<file path="src/rtl/bram_rr_arbiter.sv">
// -----------------------------------------------------------------------------
// bram_rr_arbiter
//
// Purpose:
//   Shares one single-port block RAM between two requesters. Requests are
//   arbitrated round-robin, and a port can hold the RAM across a multi-beat
//   burst by keeping req_last low. Each request is accepted and issued to the
//   RAM in the same cycle. Read data returns exactly one cycle later on the
//   port that issued the read, and responses cannot be stalled.
//
// Ports:
//   CLK, RST                 clock, synchronous active-high reset
//   rX_req_valid/ready       request handshake (ready is combinational)
//   rX_req_we/last           write enable, final beat of a locked burst
//   rX_req_addr/wdata        word address, write data
//   rX_rsp_valid/rdata       read response (rdata is zero when not valid)
//   ram_en/we/a/di           BRAM control, byte address and write data
//   ram_do                   BRAM read data (the BRAM masks it with EN)
// -----------------------------------------------------------------------------
module bram_rr_arbiter #(
  parameter int DW = 128,
  parameter int AW = 8
) (
  input  logic          CLK,
  input  logic          RST,
  input  logic          r0_req_valid,
  output logic          r0_req_ready,
  input  logic          r0_req_we,
  input  logic          r0_req_last,
  input  logic [AW-1:0] r0_req_addr,
  input  logic [DW-1:0] r0_req_wdata,
  output logic          r0_rsp_valid,
  output logic [DW-1:0] r0_rsp_rdata,
  input  logic          r1_req_valid,
  output logic          r1_req_ready,
  input  logic          r1_req_we,
  input  logic          r1_req_last,
  input  logic [AW-1:0] r1_req_addr,
  input  logic [DW-1:0] r1_req_wdata,
  output logic          r1_rsp_valid,
  output logic [DW-1:0] r1_rsp_rdata,
  output logic          ram_en,
  output logic [3:0]    ram_we,
  output logic [12:0]   ram_a,
  output logic [DW-1:0] ram_di,
  input  logic [DW-1:0] ram_do
);

  typedef enum logic [1:0] {IDLE, LOCK0, LOCK1} state_e;

  state_e        state_q, state_d;
  // rr_q = 0 means port 0 wins the next tie, rr_q = 1 means port 1 wins.
  logic          rr_q, rr_d;
  logic          rspPend0_q, rspPend0_d;
  logic          rspPend1_q, rspPend1_d;

  logic          grant0, grant1, accept;
  logic          selWe, selLast;
  logic [AW-1:0] selAddr;
  logic [DW-1:0] selWdata;

  // Grant selection, next-state logic and all outputs. Every grant is
  // suppressed while reset is high, so reset silences every output with no
  // extra gating downstream. The pointer is always moved to the port that did
  // not win. A beat accepted inside a lock therefore leaves it where the
  // opening IDLE grant put it, and the closing beat hands the next tie to the
  // other port.
  always_comb begin
    grant0     = 1'b0;
    grant1     = 1'b0;
    state_d    = state_q;
    rr_d       = rr_q;

    case (state_q)
      IDLE: begin
        if (r0_req_valid && (!r1_req_valid || !rr_q)) begin
          grant0 = 1'b1;
        end else if (r1_req_valid) begin
          grant1 = 1'b1;
        end
      end
      LOCK0:   grant0 = r0_req_valid;
      LOCK1:   grant1 = r1_req_valid;
      default: state_d = IDLE;
    endcase

    if (RST) begin
      grant0 = 1'b0;
      grant1 = 1'b0;
    end

    accept   = grant0 | grant1;
    selWe    = grant1 ? r1_req_we    : r0_req_we;
    selLast  = grant1 ? r1_req_last  : r0_req_last;
    selAddr  = grant1 ? r1_req_addr  : r0_req_addr;
    selWdata = grant1 ? r1_req_wdata : r0_req_wdata;

    if (accept) begin
      rr_d = grant0;
      if (selLast) begin
        state_d = IDLE;
      end else begin
        state_d = grant0 ? LOCK0 : LOCK1;
      end
    end

    rspPend0_d = grant0 && !r0_req_we;
    rspPend1_d = grant1 && !r1_req_we;

    r0_req_ready = grant0;
    r1_req_ready = grant1;
    r0_rsp_valid = rspPend0_q && !RST;
    r1_rsp_valid = rspPend1_q && !RST;
    r0_rsp_rdata = r0_rsp_valid ? ram_do : '0;
    r1_rsp_rdata = r1_rsp_valid ? ram_do : '0;

    // EN must also be held in the response cycle because the BRAM zeroes Do
    // whenever EN is low.
    ram_en = accept | r0_rsp_valid | r1_rsp_valid;
    ram_we = (accept && selWe) ? 4'hF : 4'h0;
    ram_a  = accept ? 13'({selAddr, 2'b00}) : 13'h0000;
    ram_di = accept ? selWdata : '0;
  end

  // State register. A synchronous reset drops any lock and any response still
  // in flight, so no response can appear after reset.
  always_ff @(posedge CLK) begin
    if (RST) begin
      state_q    <= IDLE;
      rr_q       <= 1'b0;
      rspPend0_q <= 1'b0;
      rspPend1_q <= 1'b0;
    end else begin
      state_q    <= state_d;
      rr_q       <= rr_d;
      rspPend0_q <= rspPend0_d;
      rspPend1_q <= rspPend1_d;
    end
  end

endmodule

</file>
<file path="config.mk">
export PLATFORM = sky130hd
export DESIGN_NAME = bram_rr_arbiter
export DESIGN_NICKNAME = d
export VERILOG_FILES = /design/src/rtl/bram_rr_arbiter.sv
export SDC_FILE = /design/constraint.sdc
export NUM_CORES = 1
export LEC_CHECK = 0
export BUFFER_PORTS_ARGS = -buffer_cell sky130_fd_sc_hd__buf_2
export CAP_MARGIN = 20
export CORE_AREA = 3 3 319 321
export CTS_CLUSTER_DIAMETER = 50
export DETAILED_ROUTE_END_ITERATION = 16
export DIE_AREA = 0 0 322 324
export PLACE_DENSITY = 0.3
export REMOVE_ABC_BUFFERS = 1
export SETUP_SLACK_MARGIN = 0.15
export SYNTH_ARGS = -nofsm -noshare
export SYNTH_HDL_FRONTEND = slang
export SYNTH_SLANG_ARGS = --single-unit
</file>
<file path="constraint.sdc">
create_clock -name CLK -period 1.3 [get_ports CLK]
set_input_delay 0.065 -clock CLK [delete_from_list [all_inputs] [get_ports CLK]]
set_output_delay 0.065 -clock CLK [all_outputs]
set_load 0.01 [all_outputs]
</file>
==> results of run 1 <==
-- cells in the final DEF, fill, tap and decap left out, drive strengths merged --
cell type  synthesis  final
a31oi              1      1
and2             256    256
buf               84    998
bufbuf             0      4
clkbuf            42     31
conb               1      5
dfxtp              5      5
diode              0     16
inv                4      4
nand2            138    138
nand2b             1      1
nand3            137    137
nor2               3      3
nor2b              3      3
nor3b              1      1
o2111ai          137    137
o211ai             1      1
o21ai              2      2
o31ai              1      1
or2b               1      1
or3b               1      1
or4b               2      2
-- critical path: stages, from the launching register on --
cell and delay [ps]:
dfxtp_2 330, or3b_4 460, buf_12 210, nand3_1 200
nand2_1 80, buf_4 150
-- cell families after synthesis --
logic type,after synthesis,synth area share
AND/OR/NAND/NOR,543,0.575
AO/OA/AOI/OAI,142,0.245
buffers and inverters,130,0.159
flip-flops,5,0.0199
other,1,0.000746
-- flip-flops by register name, indices dropped and copies added (netlist names) --
signal / flops
rr_q: 1
rspPend0_q: 1
rspPend1_q: 1
state_q: 2
-- cell type report --
type                    count  area, um^2  share of cell area
repair buffers           1029        9380               0.561
inverters                   4        25.0             0.00150
flip-flops and latches      5         106             0.00637
well taps                1298        1620              0.0972
diodes                     16        40.0             0.00240
multi-input cells         690        5450               0.326
clock buffers               4        78.8             0.00472
-- worst min path at each step --
stage,endpoint,slack [ps],depth (start not counted)
6_report,rspPend0_q,30,2
3_5_place_dp,rspPend0_q,270,2
2_1_floorplan,rspPend0_q,140,1
3_3_place_gp,rspPend0_q,270,2
4_1_cts,rspPend0_q,40,2
5_1_grt,rspPend0_q,30,2
-- routing by layer --
| layer | wire length, um | GRT usage | share of wire |
|---|---|---|---|
| met5 | 350 | 0 | 0.0040 |
| met4 | 2280 | 0.0132 | 0.026 |
| met3 | 8120 | 0.0524 | 0.093 |
| met2 | 41500 | 0.238 | 0.48 |
| met1 | 34700 | 0.175 | 0.40 |
-- power groups by stage --
stage | clock network, mW | registers (mW) | logic (mW)
global route | 0.523 | 0.179 | 5.74
finish | 0.504 | 0.178 | 5.38
CTS | 0.510 | 0.177 | 4.52
global placement | 0 | 0.177 | 3.86
detailed placement | 0 | 0.177 | 3.83
floorplan | 0 | 0.172 | 1.18
-- through the flow --
stage | std cells | cell area, um^2 | setup slack (ps)
finish | 3046 | 16700 | -539
global placement | 2929 | 11400 | -506
global route | 3032 | 16700 | -577
floorplan | 699 | 4260 | -4480
detailed placement | 2929 | 11400 | -429
CTS | 2963 | 12700 | -531
-- repair_timing --
item | in CTS | in global routing
pin swaps | 14 | 241
cloned | 15 | 38
buffers inserted | 15 | 29
resized for setup | 159 | 738
endpoints found under the setup margin | 406 | 406
==> impl_metrics.toml, run 1 <==
[outcome]
outcome = "finished, violations left"
violations = "negative setup slack"

[clock_network]
numClockSinks = 5
cts_tree = "done"
cts-root-buf = "clkbuf_16"
cts_buffers = 3
clk_latency_ps = 230
clockBufferDepth = 2
cts_max_level = 1
clkTransAtPathRegs_ps = 30
hold_buffers = 0

[yosys]
syn_avg_cell_area_um2 = 6.13
ys_top_cells_by_area = "and2_1 32%, o2111ai_1 24%, nand3_1 14%"
ys_top_cells_by_count = "256 x and2_1, 138 x nand2_1, 137 x nand3_1, 137 x o2111ai_1, 49 x buf_2"
ys.flop_type = "dfxtp_1"
syn-cell-area_um2 = 5030
synth-edff-count = 0
synth_most_common_cell = "and2_1"
ys_seq_elements = 5
seq_area_frac_synth = 0.0199
synth_top_area_cell = "and2_1"
netlist.area_leader.share = 0.318
ys_warn_count = 0
synthDistinctLibCells = 24
synthArstFlopShare = 0
syn_inst = 821

[power]
p_sw_mw = 2.87
clockPowerShare = 0.083
power_density_nw_per_um2 = 363
ir_drop_uv = 345
p_leak_nw = 8.04
p_int_mw = 3.20
pwr-share-seq = 0.029
swShare = 0.473
comb_power_share = 0.888
finalPower_mw = 6.07

[worst_setup_path]
worstPathArrival_ps = 1770
crit_start = "state_q[1]"
crit_end = "ram_di[111]"
cp.required_ps = 1240
reg2reg_to = "rr_q"
worst_r2r_path_depth = 7
path_max_fanout = 70
r2r_setup_slack_ps = -260
path_class = "reg -> out"
cp-end-kind = "output pin"
cp-start-kind = "flip-flop"
r2r_start = "state_q[0]"

[cells_and_area]
final_core_util = 0.168
n_fill_cell = 11400
layout-drive-gt1-share = 0.812
layout.nets = 2141
areaGrowthSynthToFinish_pct = 232

[min_path]
min_path_type = "in -> reg"
hold_start = "r0_req_we"

[routing]
route.vias.total = 10700
antenna_left = 0
vias_per_cell = 3.51
wire_per_inst_um = 28.6
routed_wl_um = 87000
drt_iter0_drc = 471
drc = 0
first_pass_iters = 5

[timing]
hold_viol_final = 0
hold_ws_ps = 31.8
final_max_slew_viol_count = 0
fin_ws_ps = -539
min_period_over_period = 1.41
worstMarginPinSlew_ps = 542
skew_ps = 1.01
setup_tns_ps = -116090
setup_viol = 406
grt_setup_unrepaired = "yes"
period_minus_slack_ps = 1840
relSlewSlack = 0.638
max_freq_ghz = 0.544

[place]
numPortBuffers = 808
dp_hpwl_um = 69500
gp_congestion = 0.762

[global_routing]
grt_max_degree = 71
grt_pass1_vias = 9560
grt_usage = 0.140
grt-ovfl-total = 0
grt_pass1_wl_um = 97400
antenna_found_initial = 108

[floorplan]
dieArea_um2 = 104000
die_y_um = 324
num_rows = 116
dieWidth_um = 322
io_pins = 814
core_area_um2 = 99600
start_util = 0.0505

[flow_run]
drv_cap = 0
Note: power is estimated with default switching activity, not from simulation.
==> run 2: changes to the inputs <==
BUFFER_PORTS_ARGS = default   (was -buffer_cell sky130_fd_sc_hd__buf_2)
CELL_PAD_IN_SITES_DETAIL_PLACEMENT = 0   (was default)
CELL_PAD_IN_SITES_GLOBAL_PLACEMENT = 1   (was default)
CORE_AREA = 3 3 314 316   (was 3 3 319 321)
DIE_AREA = 0 0 317 319   (was 0 0 322 324)
DONT_BUFFER_PORTS = 1   (was default)
==> run 2 against run 1 <==
Effect of this change:
- the run still ends with negative setup slack left
- utilization is 5.1 points lower
- critical path depth is 1 higher
- non-clock buffer count is 832 lower
- combinational power is 23% lower
- routed wire length is 19% lower
- die area is 3.1% lower
- clock power is 1% higher
- setup slack better by 95 ps
- design area is 33% lower
- fmax is 5.4% higher
- clock-buffer cell count stayed put
- highest routed layer unchanged
==> impl_metrics.toml, run 2 (same netlist as run 1, synthesis figures left out) <==
[cells_and_area]
regMostFlops = "state_q"
layout.nets = 1309
final_cell_area_um2 = 11200
final_cell_mix = "202 x and2_1, 108 x nand2_2, 91 x buf_12, 83 x nand3_1, 57 x o2111ai_1"
areaGrowthSynthToFinish_pct = 124
largest_reg_flops = 2
n_fill_cell = 11100
layout-drive-gt1-share = 0.589
layout_commonest_cell = "and2_1"
instances_no_fill = 2188

[timing]
hold_ws_ps = 18.5
hold_viol_final = 0
skew_ps = 0.278
setup_viol = 402
final_max_slew_viol_count = 0
max_freq_ghz = 0.573
grt_setup_unrepaired = "yes"
min_period_over_period = 1.34
fin_ws_ps = -445
period_minus_slack_ps = 1740

[min_path]
hold_start = "r0_req_valid"
min_path_type = "in -> reg"

[power]
p_leak_nw = 3.83
ir_drop_uv = 298
power_density_nw_per_um2 = 430
finalPower_mw = 4.83

[routing]
routed_wl_um = 70500
drt_iter0_drc = 350
vias_per_cell = 3.36
drc = 0
first_pass_iters = 4
route.vias.total = 7354
antenna_left = 0
wire_per_inst_um = 32.2

[worst_setup_path]
cp_cell_sequence = "or3b_4, buf_12, buf_4, nand3_1, nand2_2, buf_12"
path_class = "reg -> out"
path_max_fanout = 11
critPathMaxStageDelay_ps = 410
worst_r2r_path_depth = 8
path_common_cell = "buf_12"
cp-end-kind = "output pin"
r2r_start = "state_q[0]"
r2r_setup_slack_ps = -270
crit_end = "ram_di[4]"
worstPathArrival_ps = 1680
cp_slowest_cell = "or3b_4"
crit_start = "rr_q"
cp.required_ps = 1240
cp-start-kind = "flip-flop"
reg2reg_to = "rr_q"

[floorplan]
die_y_um = 319
num_rows = 114
core_area_um2 = 96300
io_pins = 814
dieArea_um2 = 101000
dieWidth_um = 317
start_util = 0.0522

[global_routing]
grt-ovfl-total = 0
grt_pass1_vias = 7009
grt_pass1_wl_um = 82500
antenna_found_initial = 35
grt_usage = 0.126
grt_max_degree = 46

[clock_network]
cts_tree = "done"
clkTransAtPathRegs_ps = 30
cts-root-buf = "clkbuf_16"
cts_buffers = 3
clockBufferDepth = 2
cts_max_level = 1
numClockSinks = 5
clk_latency_ps = 230

[flow_run]
drv_cap = 0

[place]
placed_area_um2 = 7920
gp_congestion = 0.770
placed_cells = 2101
dp_hpwl_um = 58500
numPortBuffers = 0

[outcome]
outcome = "finished, violations left"
violations = "negative setup slack"
run 2: changes by cell type in the layout (fill, tap and decap cells not counted), sizes merged:
cell | previous run | this run
clkbuf | 31 | 9
dlygate4sd3 | 0 | 5
diode | 16 | 12
buf | 998 | 183
run 2: how the worst min path moves through the flow:
stage | to | slack (ps) | cells past startpoint
CTS | state_q[0] | 20 | 2
detailed placement | rspPend0_q | 140 | 1
floorplan | rspPend0_q | 140 | 1
global placement | rspPend1_q | 140 | 1
global route | state_q[0] | 30 | 2
finish | state_q[0] | 20 | 2
run 2: per-stage QoR:
stage,setup TNS [ps],utilization,setup WS [ps]
CTS,-75620,0.108,-468
global placement,-16080,0.0823,-492
global route,-102340,0.117,-491
finish,-83910,0.117,-445
detailed placement,-18060,0.0823,-480
floorplan,-1185510,-,-4480
run 2: worst max-delay path, delay by kind of cell (launching register included):
kind / cells / cell delay [ps]
simple gates: 3 / 600
flops: 1 / 310
buf+inv: 3 / 510
run 2: layout make-up:
type                            instances  area [um^2]  share of cell area
Sequential cell                         5          109             0.00968
Multi-Input combinational cell        690         5910               0.526
Clock buffer                            4         78.8             0.00701
Antenna cell                           12         30.0             0.00267
Timing Repair Buffer                  197         3480               0.310
Tap cell                             1276         1600               0.142
Inverter                                4         35.0             0.00312
run 2: power by group:
| group | total, mW | switching [mW] | internal, mW |
|---|---|---|---|
| logic | 4.15 | 2.35 | 1.79 |
| clock network | 0.511 | 0.104 | 0.407 |
| registers | 0.175 | 0.00883 | 0.166 |
| total | 4.83 | 2.47 | 2.37 |
run 2: timing repair:
item | CTS | global route
endpoints found under the setup margin | 404 | 406
cloned | 21 | 8
pin swaps | 66 | 36
endpoints found under the hold margin | 5 | 0
resized for setup | 333 | 123
setup buffers | 30 | 7
hold buffers | 5 | 0
run 2: layer usage:
layer / wire length [um] / GRT usage / vias to the layer above
li1: - / - / 3095
met1: 26700 / 0.145 / 3652
met2: 35700 / 0.227 / 527
met3: 6670 / 0.0415 / 68
met4: 1370 / 0.0193 / 12
met5: 78 / 0 / -
